$ cat src/rtl/ps2_code_fifo.sv
// Scan-code FIFO between ps2_interpreter and uart_tx; paces bytes one UART frame slot apart.
// Optional macro PS2_CODE_FIFO_HEX_EN emits each byte as two ASCII hex digits plus a space.
module ps2_code_fifo #(
  parameter int DEPTH        = 16,
  parameter int CLKS_PER_BIT = 5208,
  parameter int SLOT_BITS    = 11
) (
  input  logic                     i_clk,
  input  logic                     i_rst,
  input  logic [7:0]               i_data,
  input  logic                     i_data_valid,
  input  logic                     i_clr_ovf,
  output logic [7:0]               o_data,
  output logic                     o_send,
  output logic [$clog2(DEPTH):0]   o_count,
  output logic                     o_empty,
  output logic                     o_full,
  output logic                     o_overflow
);

  localparam int AW        = $clog2(DEPTH);
  localparam int SLOT_CLKS = SLOT_BITS * CLKS_PER_BIT;
  localparam int CW        = (SLOT_CLKS > 1) ? $clog2(SLOT_CLKS) : 1;
  localparam logic [CW-1:0] SLOT_LOAD = CW'(SLOT_CLKS - 1);
  localparam logic [AW:0]   DEPTH_C   = (AW+1)'(DEPTH);

  // Handshake: i_data_valid is a single-cycle strobe with no back-pressure (drops set
  // o_overflow); o_send is a single-cycle strobe qualifying o_data, spaced one slot apart.

`ifdef PS2_CODE_FIFO_HEX_EN
  typedef enum logic [2:0] {IDLE, HI, WAIT_HI, LO, WAIT_LO, SP, WAIT_SP} state_t;

  function automatic logic [7:0] hex_char(input logic [3:0] n);
    return (n < 4'd10) ? (8'h30 + {4'h0, n}) : (8'h37 + {4'h0, n});
  endfunction

  logic [3:0] lo_nib, lo_nib_n;
`else
  typedef enum logic {IDLE, WAIT} state_t;
`endif

  logic [7:0]    mem [DEPTH];
  logic [AW-1:0] wr_ptr, rd_ptr;
  logic [AW:0]   count, count_n;
  logic          avail;
  logic          pop, push, drop;
  state_t        state, state_n;
  logic [CW-1:0] slot_cnt, slot_cnt_n;
  logic [7:0]    data_n;
  logic          send_n;

  // A pop at this edge frees a slot, so a push into a full FIFO is still accepted.
  assign push = i_data_valid && ((count != DEPTH_C) || pop);
  assign drop = i_data_valid && !push;

  always_comb begin
    count_n = count;
    if (push && !pop)      count_n = count + 1'b1;
    else if (pop && !push) count_n = count - 1'b1;
  end

  always_ff @(posedge i_clk) begin
    if (push) mem[wr_ptr] <= i_data;
  end

  always_ff @(posedge i_clk or posedge i_rst) begin
    if (i_rst) begin
      wr_ptr     <= '0;
      rd_ptr     <= '0;
      count      <= '0;
      o_count    <= '0;
      o_empty    <= 1'b1;
      o_full     <= 1'b0;
      o_overflow <= 1'b0;
      avail      <= 1'b0;
    end else begin
      if (push) wr_ptr <= wr_ptr + 1'b1;
      if (pop)  rd_ptr <= rd_ptr + 1'b1;
      count   <= count_n;
      o_count <= count_n;
      o_empty <= (count_n == '0);
      o_full  <= (count_n == DEPTH_C);
      // Set wins over clear when a drop coincides with i_clr_ovf.
      if (drop)           o_overflow <= 1'b1;
      else if (i_clr_ovf) o_overflow <= 1'b0;
      // Not-empty as seen by the read FSM, one edge behind the occupancy counter.
      avail <= (count != '0);
    end
  end

  always_comb begin
    state_n    = state;
    slot_cnt_n = slot_cnt;
    data_n     = o_data;
    send_n     = 1'b0;
    pop        = 1'b0;
`ifdef PS2_CODE_FIFO_HEX_EN
    lo_nib_n   = lo_nib;
    case (state)
      IDLE: if (avail) state_n = HI;
      HI: begin
        data_n     = hex_char(mem[rd_ptr][7:4]);
        lo_nib_n   = mem[rd_ptr][3:0];
        send_n     = 1'b1;
        pop        = 1'b1;
        slot_cnt_n = SLOT_LOAD;
        state_n    = WAIT_HI;
      end
      WAIT_HI: if (slot_cnt == '0) state_n = LO; else slot_cnt_n = slot_cnt - CW'(1);
      LO: begin
        data_n     = hex_char(lo_nib);
        send_n     = 1'b1;
        slot_cnt_n = SLOT_LOAD;
        state_n    = WAIT_LO;
      end
      WAIT_LO: if (slot_cnt == '0) state_n = SP; else slot_cnt_n = slot_cnt - CW'(1);
      SP: begin
        data_n     = 8'h20;
        send_n     = 1'b1;
        slot_cnt_n = SLOT_LOAD;
        state_n    = WAIT_SP;
      end
      WAIT_SP: if (slot_cnt == '0) state_n = IDLE; else slot_cnt_n = slot_cnt - CW'(1);
      default: state_n = IDLE;
    endcase
`else
    case (state)
      IDLE: begin
        if (avail) begin
          data_n     = mem[rd_ptr];
          send_n     = 1'b1;
          pop        = 1'b1;
          slot_cnt_n = SLOT_LOAD;
          state_n    = WAIT;
        end
      end
      WAIT: if (slot_cnt == '0) state_n = IDLE; else slot_cnt_n = slot_cnt - CW'(1);
      default: state_n = IDLE;
    endcase
`endif
  end

  always_ff @(posedge i_clk or posedge i_rst) begin
    if (i_rst) begin
      state    <= IDLE;
      slot_cnt <= '0;
      o_data   <= 8'h00;
      o_send   <= 1'b0;
`ifdef PS2_CODE_FIFO_HEX_EN
      lo_nib   <= '0;
`endif
    end else begin
      state    <= state_n;
      slot_cnt <= slot_cnt_n;
      o_data   <= data_n;
      o_send   <= send_n;
`ifdef PS2_CODE_FIFO_HEX_EN
      lo_nib   <= lo_nib_n;
`endif
    end
  end

endmodule

$ cat config.mk
export PLATFORM = sky130hd
export DESIGN_NAME = ps2_code_fifo
export DESIGN_NICKNAME = d
export VERILOG_FILES = /design/src/rtl/ps2_code_fifo.sv
export SDC_FILE = /design/constraint.sdc
export NUM_CORES = 1
export LEC_CHECK = 0
export ABC_AREA = 1
export CORE_MARGIN = 3
export CORE_UTILIZATION = 37
export DETAILED_ROUTE_END_ITERATION = 7
export PLACE_DENSITY = 0.62
export SYNTH_ARGS = -nofsm -noshare
export SYNTH_HDL_FRONTEND = slang
export SYNTH_SLANG_ARGS = --single-unit
export TNS_END_PERCENT = 20
$ cat constraint.sdc
create_clock -name i_clk -period 2.05 [get_ports i_clk]
set_input_delay 0.5125 -clock i_clk [delete_from_list [all_inputs] [get_ports i_clk]]
set_output_delay 0.5125 -clock i_clk [all_outputs]
set_load 0.01 [all_outputs]
==> impl_metrics.yaml, run 1 <==
logic_synthesis:
  synth-simple-area-share_pct: 24.1
  synth_top_cell_by_area: "edfxtp_1"
  synth_cells: 732
  synthTopCellsByCount: "234 x nand2_1, 128 x edfxtp_1, 111 x nand3_1"
  synth_area_per_cell_sq_um: 10.4
  synth-main-ff-cell: "edfxtp_1"
  ys.warnings.count: 0
  ys_seq_elements: 171
  synth_xor_area_share_pct: 1.73
  synthTopCellsByArea: "edfxtp_1 51%, dfrtp_1 14%, nand2_1 12%"
  seq_area_frac_synth_pct: 64.7
  synth_compound_area_share_pct: 3.98
  synth_fa_ha_area_share_pct: 1.48
  netlist_area_sq_mm: 0.00761
  synth_most_common_cell: "nand2_1"
  synth_edf_count: 128
  synthDistinctLibCells: 31
  synth_top_area_share_pct: 50.5
  synth_mux_area_share_pct: 0
  synth_nets: 753
  async_flop_share_pct: 25.1
  synth_top_family_by_area: "simple AND/OR/NAND/NOR gates"
critical_path:
  crit_buf_inv: 1
  critPathLaunchType: "flop"
  cp_max_fo: 1
  cp.required_ns: 1.54
  crit_chain: "clkdlybuf4s50_1"
  crit_type: "flop to primary output"
  cp_top_family: "buffers and inverters"
  critPathCaptureType: "primary output"
  slowest_delay_ns: 0.52
  cp_data_arrival_time_ns: 1.46
  slowest_stage: "clkdlybuf4s50_1"
grt:
  antenna_found_initial: 0
  grt_pass1_vias: 5081
  grt_usage_pct: 16.5
  grt_pass1_wl_um: 27700
  grt_overflow: 0
  grt_max_degree: 67
clock_network:
  clk_pin_slew_worst_paths_ns: 0.06
  clock_path_buffers: 2
  clock_sinks: 171
  worstSkewPairLatency_ns: 0.43
  cts-buffers-inserted: 17
  cts_tree: "done"
  cts_htree_levels: 4
  postCtsHoldBufs: 0
  root_buffer: "clkbuf_16"
placed_design:
  post-place-ws_ns: -0.00932
  gp_congestion: 0.847
  hpwlAfterDp_um: 11700
  dpl.cell_count: 1038
  dpl_cell_area_sq_mm: 0.00843
  io_buffers: 28
timing:
  tightest_slew_ns: 0.524
  fin_skew_ns: 0.0100
  period_share_pct: 96.0
  min_period_ns: 1.97
  setup_violations: 0
  hold_viol_final: 0
  timing.final.ws_setup_ns: 0.0817
  maxSlewHeadroom_pct: 64.9
  max_freq_mhz: 508
  hold-worst-slack_ns: 0.366
  maxSlewViolCount: 0
  rsz0062_at_grt: "no"
routing:
  wl_um: 17900
  drc: 0
  vias: 5304
  drtPass1Iterations: 5
  ant_nets: 0
  drt_iter0_markers: 540
  vias_per_cell: 4.96
  wl_per_cell_um: 16.7
cells_and_area:
  design_area_sq_mm: 0.00895
  layout.cells.non_filler: 1069
  syn_to_final_growth_pct: 17.7
  antennaDiodeCount: 0
  drive_gt1_share_pct: 13.1
  nNetsFinal: 813
die:
  initial_core_util_pct: 38.3
  coreArea_sq_mm: 0.0198
  io_pins: 29
  fp-row-count: 51
  die_w_um: 149
  die_area_sq_mm: 0.0223
  die_h_um: 149
run:
  cap_viol_max_count: 0
power_and_ir_drop:
  power_mw: 8.29
  peakVddDrop_mv: 0.427
  static-leakage-power_nw: 3.56
  p_per_area_mw_per_mm2: 926
min_path:
  worstHoldPathType: "input port to async pin"
status:
  outcome: "complete, no violations"
## flip-flops by register name (all words and copies together) (netlist names)
name / flops
state: 1
avail: 1
slot_cnt: 16
o_send: 1
wr_ptr: 4
o_empty: 1
o_full: 1
count: 5
o_overflow: 1
rd_ptr: 4
mem: 128
o_data: 8
## placed cells by master, fill, tap and decap left out, types with 2 or more instances in the layout
master / Yosys / final
nand2_1: 234 / 234
edfxtp_1: 128 / 128
nand3_1: 111 / 111
nor2_1: 52 / 52
dfrtp_1: 42 / 39
buf_4: 0 / 39
inv_1: 35 / 33
clkdlybuf4s50_1: 0 / 28
a21oi_1: 20 / 20
clkbuf_16: 0 / 17
xor2_1: 15 / 15
o21ai_0: 13 / 13
o21ai_2: 9 / 9
ha_1: 9 / 9
inv_2: 6 / 8
inv_6: 0 / 6
nor2_2: 4 / 4
clkinv_1: 2 / 4
nand4_1: 4 / 4
nand2_8: 3 / 3
o21ai_1: 3 / 3
clkinvlp_4: 0 / 3
dfrtp_2: 0 / 3
buf_12: 0 / 3
nor2_4: 2 / 2
nor3_1: 2 / 2
clkbuf_1: 9 / 2
## final timing paths
| path | from | to | slack [ns] | cells after the start |
|---|---|---|---|---|
| max | o_empty | o_empty | 0.08 | 1 |
| min | i_rst | count[4] | 0.37 | 2 |
| max reg2reg | count[0] | mem[5][6] | 0.21 | 8 |
| min reg2reg | o_data[7] | o_data[7] | 0.49 | 2 |
| max in group asynchronous | i_rst | rd_ptr[0] | 1.21 | 3 |
| min in group i_clk | o_data[7] | o_data[7] | 0.49 | 2 |
## where the power goes
group          switching (mW)  internal, mW  leakage [nW]
clock network            1.34          1.55         0.247
logic                   0.727         0.428          1.66
registers               0.173          4.07          1.65
total                    2.24          6.05          3.56
## cells by family after synthesis
logic type,after synthesis
XOR/XNOR,15
flip-flops,171
adder cells (fa/ha/maj),9
AND/OR/NAND/NOR,416
buffers and inverters,72
AO/OA/AOI/OAI,49
## layer usage
metal / GRT usage [%] / vias up / routed length (um) / part of all wire [%]
met1: 23.1 / 2532 / 8150 / 46
met5: 0 / - / 0 / 0
met4: 4.94 / 0 / 242 / 1.4
met2: 25.4 / 163 / 8290 / 46
li1: - / 2591 / - / -
met3: 4.25 / 18 / 1180 / 6.6
## final cells by class
type,instances,area [sq um]
fillers,1839,10900
flip-flops and latches,171,4920
multi-input cells,489,2380
repair buffers,70,633
clock buffers,19,433
well taps,265,332
inverters,43,161
clock inverters,12,87.6
## what timing repair did
action | CTS | global route
setup endpoints to repair | 0 | 2
resized for setup | 0 | 2
setup buffers | 0 | 0
## metrics by stage
| stage | utilization (%) | setup TNS, ns |
|---|---|---|
| 3_5_place_dp | 42.5 | -0.0672 |
| 2_1_floorplan | - | 0 |
| 4_1_cts | 45.1 | 0 |
| 5_1_grt | 45.1 | 0 |
| 6_report | 45.1 | 0 |
| 3_3_place_gp | 42.5 | -0.0189 |
No activity file was read; power rests on OpenSTA's default activity.
==> inputs of run 2 (changes only) <==
--- a/config.mk
+++ b/config.mk
@@ -9,7 +9,7 @@
 export CORE_MARGIN = 3
 export CORE_UTILIZATION = 37
 export DETAILED_ROUTE_END_ITERATION = 7
-export PLACE_DENSITY = 0.62
+export PLACE_DENSITY = 0.64
 export SYNTH_ARGS = -nofsm -noshare
 export SYNTH_HDL_FRONTEND = slang
 export SYNTH_SLANG_ARGS = --single-unit
==> constraint.sdc (replaced) <==
create_clock -name i_clk -period 1.8 [get_ports i_clk]
set_input_delay 0.45 -clock i_clk [delete_from_list [all_inputs] [get_ports i_clk]]
set_output_delay 0.45 -clock i_clk [all_outputs]
set_load 0.01 [all_outputs]
==> impl_metrics.yaml, run 2 (same netlist as run 1, synthesis figures left out) <==
routing:
  wl_per_cell_um: 16.3
  drc: 0
  drtPass1Iterations: 5
  wl_um: 17500
  drt_iter0_markers: 385
  ant_nets: 0
  vias_per_cell: 4.95
  vias: 5334
die:
  die_w_um: 149
  die_h_um: 149
  coreArea_sq_mm: 0.0198
  fp-row-count: 51
  die_area_sq_mm: 0.0223
  initial_core_util_pct: 38.3
  io_pins: 29
critical_path:
  slowest_delay_ns: 0.54
  cp_max_fo: 2
  crit_buf_inv: 1
  crit_type: "flop to primary output"
  cp_data_arrival_time_ns: 1.30
  critPathLaunchType: "flop"
  cp.required_ns: 1.35
  crit_chain: "clkdlybuf4s50_1"
  cp_top_family: "buffers and inverters"
  slowest_stage: "clkdlybuf4s50_1"
  critPathCaptureType: "primary output"
timing:
  min_period_ns: 1.75
  tightest_slew_ns: 0.538
  rsz0062_at_grt: "no"
  max_freq_mhz: 570
  hold_viol_final: 0
  maxSlewHeadroom_pct: 63.9
  timing.final.ws_setup_ns: 0.0451
  fin_skew_ns: 0.00740
  setup_violations: 0
  period_share_pct: 97.5
  setup_tns_ns: 0
  maxSlewViolCount: 0
cells_and_area:
  syn_to_final_growth_pct: 19.8
  top_regs: "mem: 128 flops, slot_cnt: 16 flops, o_data: 8 flops"
  top_register: "mem"
  antennaDiodeCount: 0
  mostFrequentLayoutCells: "231 x nand2_1, 128 x edfxtp_1, 111 x nand3_1"
  drive_gt1_share_pct: 14.2
  largest_reg_flops: 128
  nNetsFinal: 820
  final_common_cell: "nand2_1"
clock_network:
  cts_tree: "done"
  worstSkewPairLatency_ns: 0.42
  clk_pin_slew_worst_paths_ns: 0.06
  cts-buffers-inserted: 17
  clock_path_buffers: 2
  root_buffer: "clkbuf_16"
  cts_htree_levels: 4
  clock_sinks: 171
  postCtsSetupBuffers: 0
  postCtsHoldBufs: 0
status:
  outcome: "complete, no violations"
placed_design:
  post-place-ws_ns: -0.184
  hpwlAfterDp_um: 11500
  gp_congestion: 0.861
  io_buffers: 28
grt:
  grt_pass1_vias: 5106
  grt_max_degree: 66
  antenna_found_initial: 0
  grt_overflow: 0
  grt_usage_pct: 16.2
  grt_pass1_wl_um: 27600
run:
  cap_viol_max_count: 0
min_path:
  worstHoldPathType: "input port to async pin"
power_and_ir_drop:
  power_mw: 9.59
  peakVddDrop_mv: 0.474
  static-leakage-power_nw: 3.70
  p_per_area_mw_per_mm2: 1050
## run 2: cell count changes in the layout (fill, tap and decap cells not counted), sizes merged
cell / previous run / this run
buf: 42 / 49
bufinv: 0 / 1
clkbuf: 19 / 20
clkdlybuf4s50: 28 / 16
dlygate4sd2: 0 / 5
dlymetal6s2s: 0 / 7
inv: 47 / 46
## run 2: routing by layer
layer	track usage (%)	vias to the layer above	share of wire, %
li1	-	2600	-
met1	22.8	2557	45
met2	25.7	157	48
met3	3.25	20	5.7
met4	4.99	0	1.6
met5	0	-	0
## run 2: layout make-up
cell class / count / area [sq um]
fillers: 1832 / 10700
flip-flops and latches: 171 / 4920
multi-input cells: 489 / 2400
repair buffers: 77 / 747
clock buffers: 20 / 437
well taps: 265 / 332
inverters: 43 / 161
clock inverters: 12 / 111
## run 2: stage by stage
stage	cell area, sq um	hold slack, ns	util [%]	cells
4_1_cts	9080	0.243	45.7	1077
5_1_grt	9110	0.256	45.9	1077
3_5_place_dp	8530	0.479	43.0	1045
2_1_floorplan	7610	0.484	-	732
6_report	9110	0.250	45.9	1077
3_3_place_gp	8530	0.473	43.0	1045
## run 2: worst paths after layout
| kind | start | endpoint | slack [ns] | cells past startpoint |
|---|---|---|---|---|
| max in group asynchronous | i_rst | o_empty | 1.04 | 3 |
| min in group i_clk | o_data[7] | o_data[7] | 0.49 | 2 |
| worst max-delay path | o_data[3] | o_data[3] | 0.05 | 1 |
| worst min-delay path | i_rst | slot_cnt[11] | 0.25 | 2 |
| worst max register to register | rd_ptr[0] | o_data[2] | 0.12 | 8 |
| worst min register to register | o_data[7] | o_data[7] | 0.49 | 2 |
## run 2: timing repair
item,in CTS,in global routing
cloned,0,0
resized for setup,6,12
setup endpoints to repair,6,104
## run 2: report_power, final
group,switching (mW),total (mW),internal [mW]
logic,0.873,1.40,0.532
registers,0.143,4.78,4.63
clock network,1.50,3.41,1.92
total,2.51,9.59,7.08
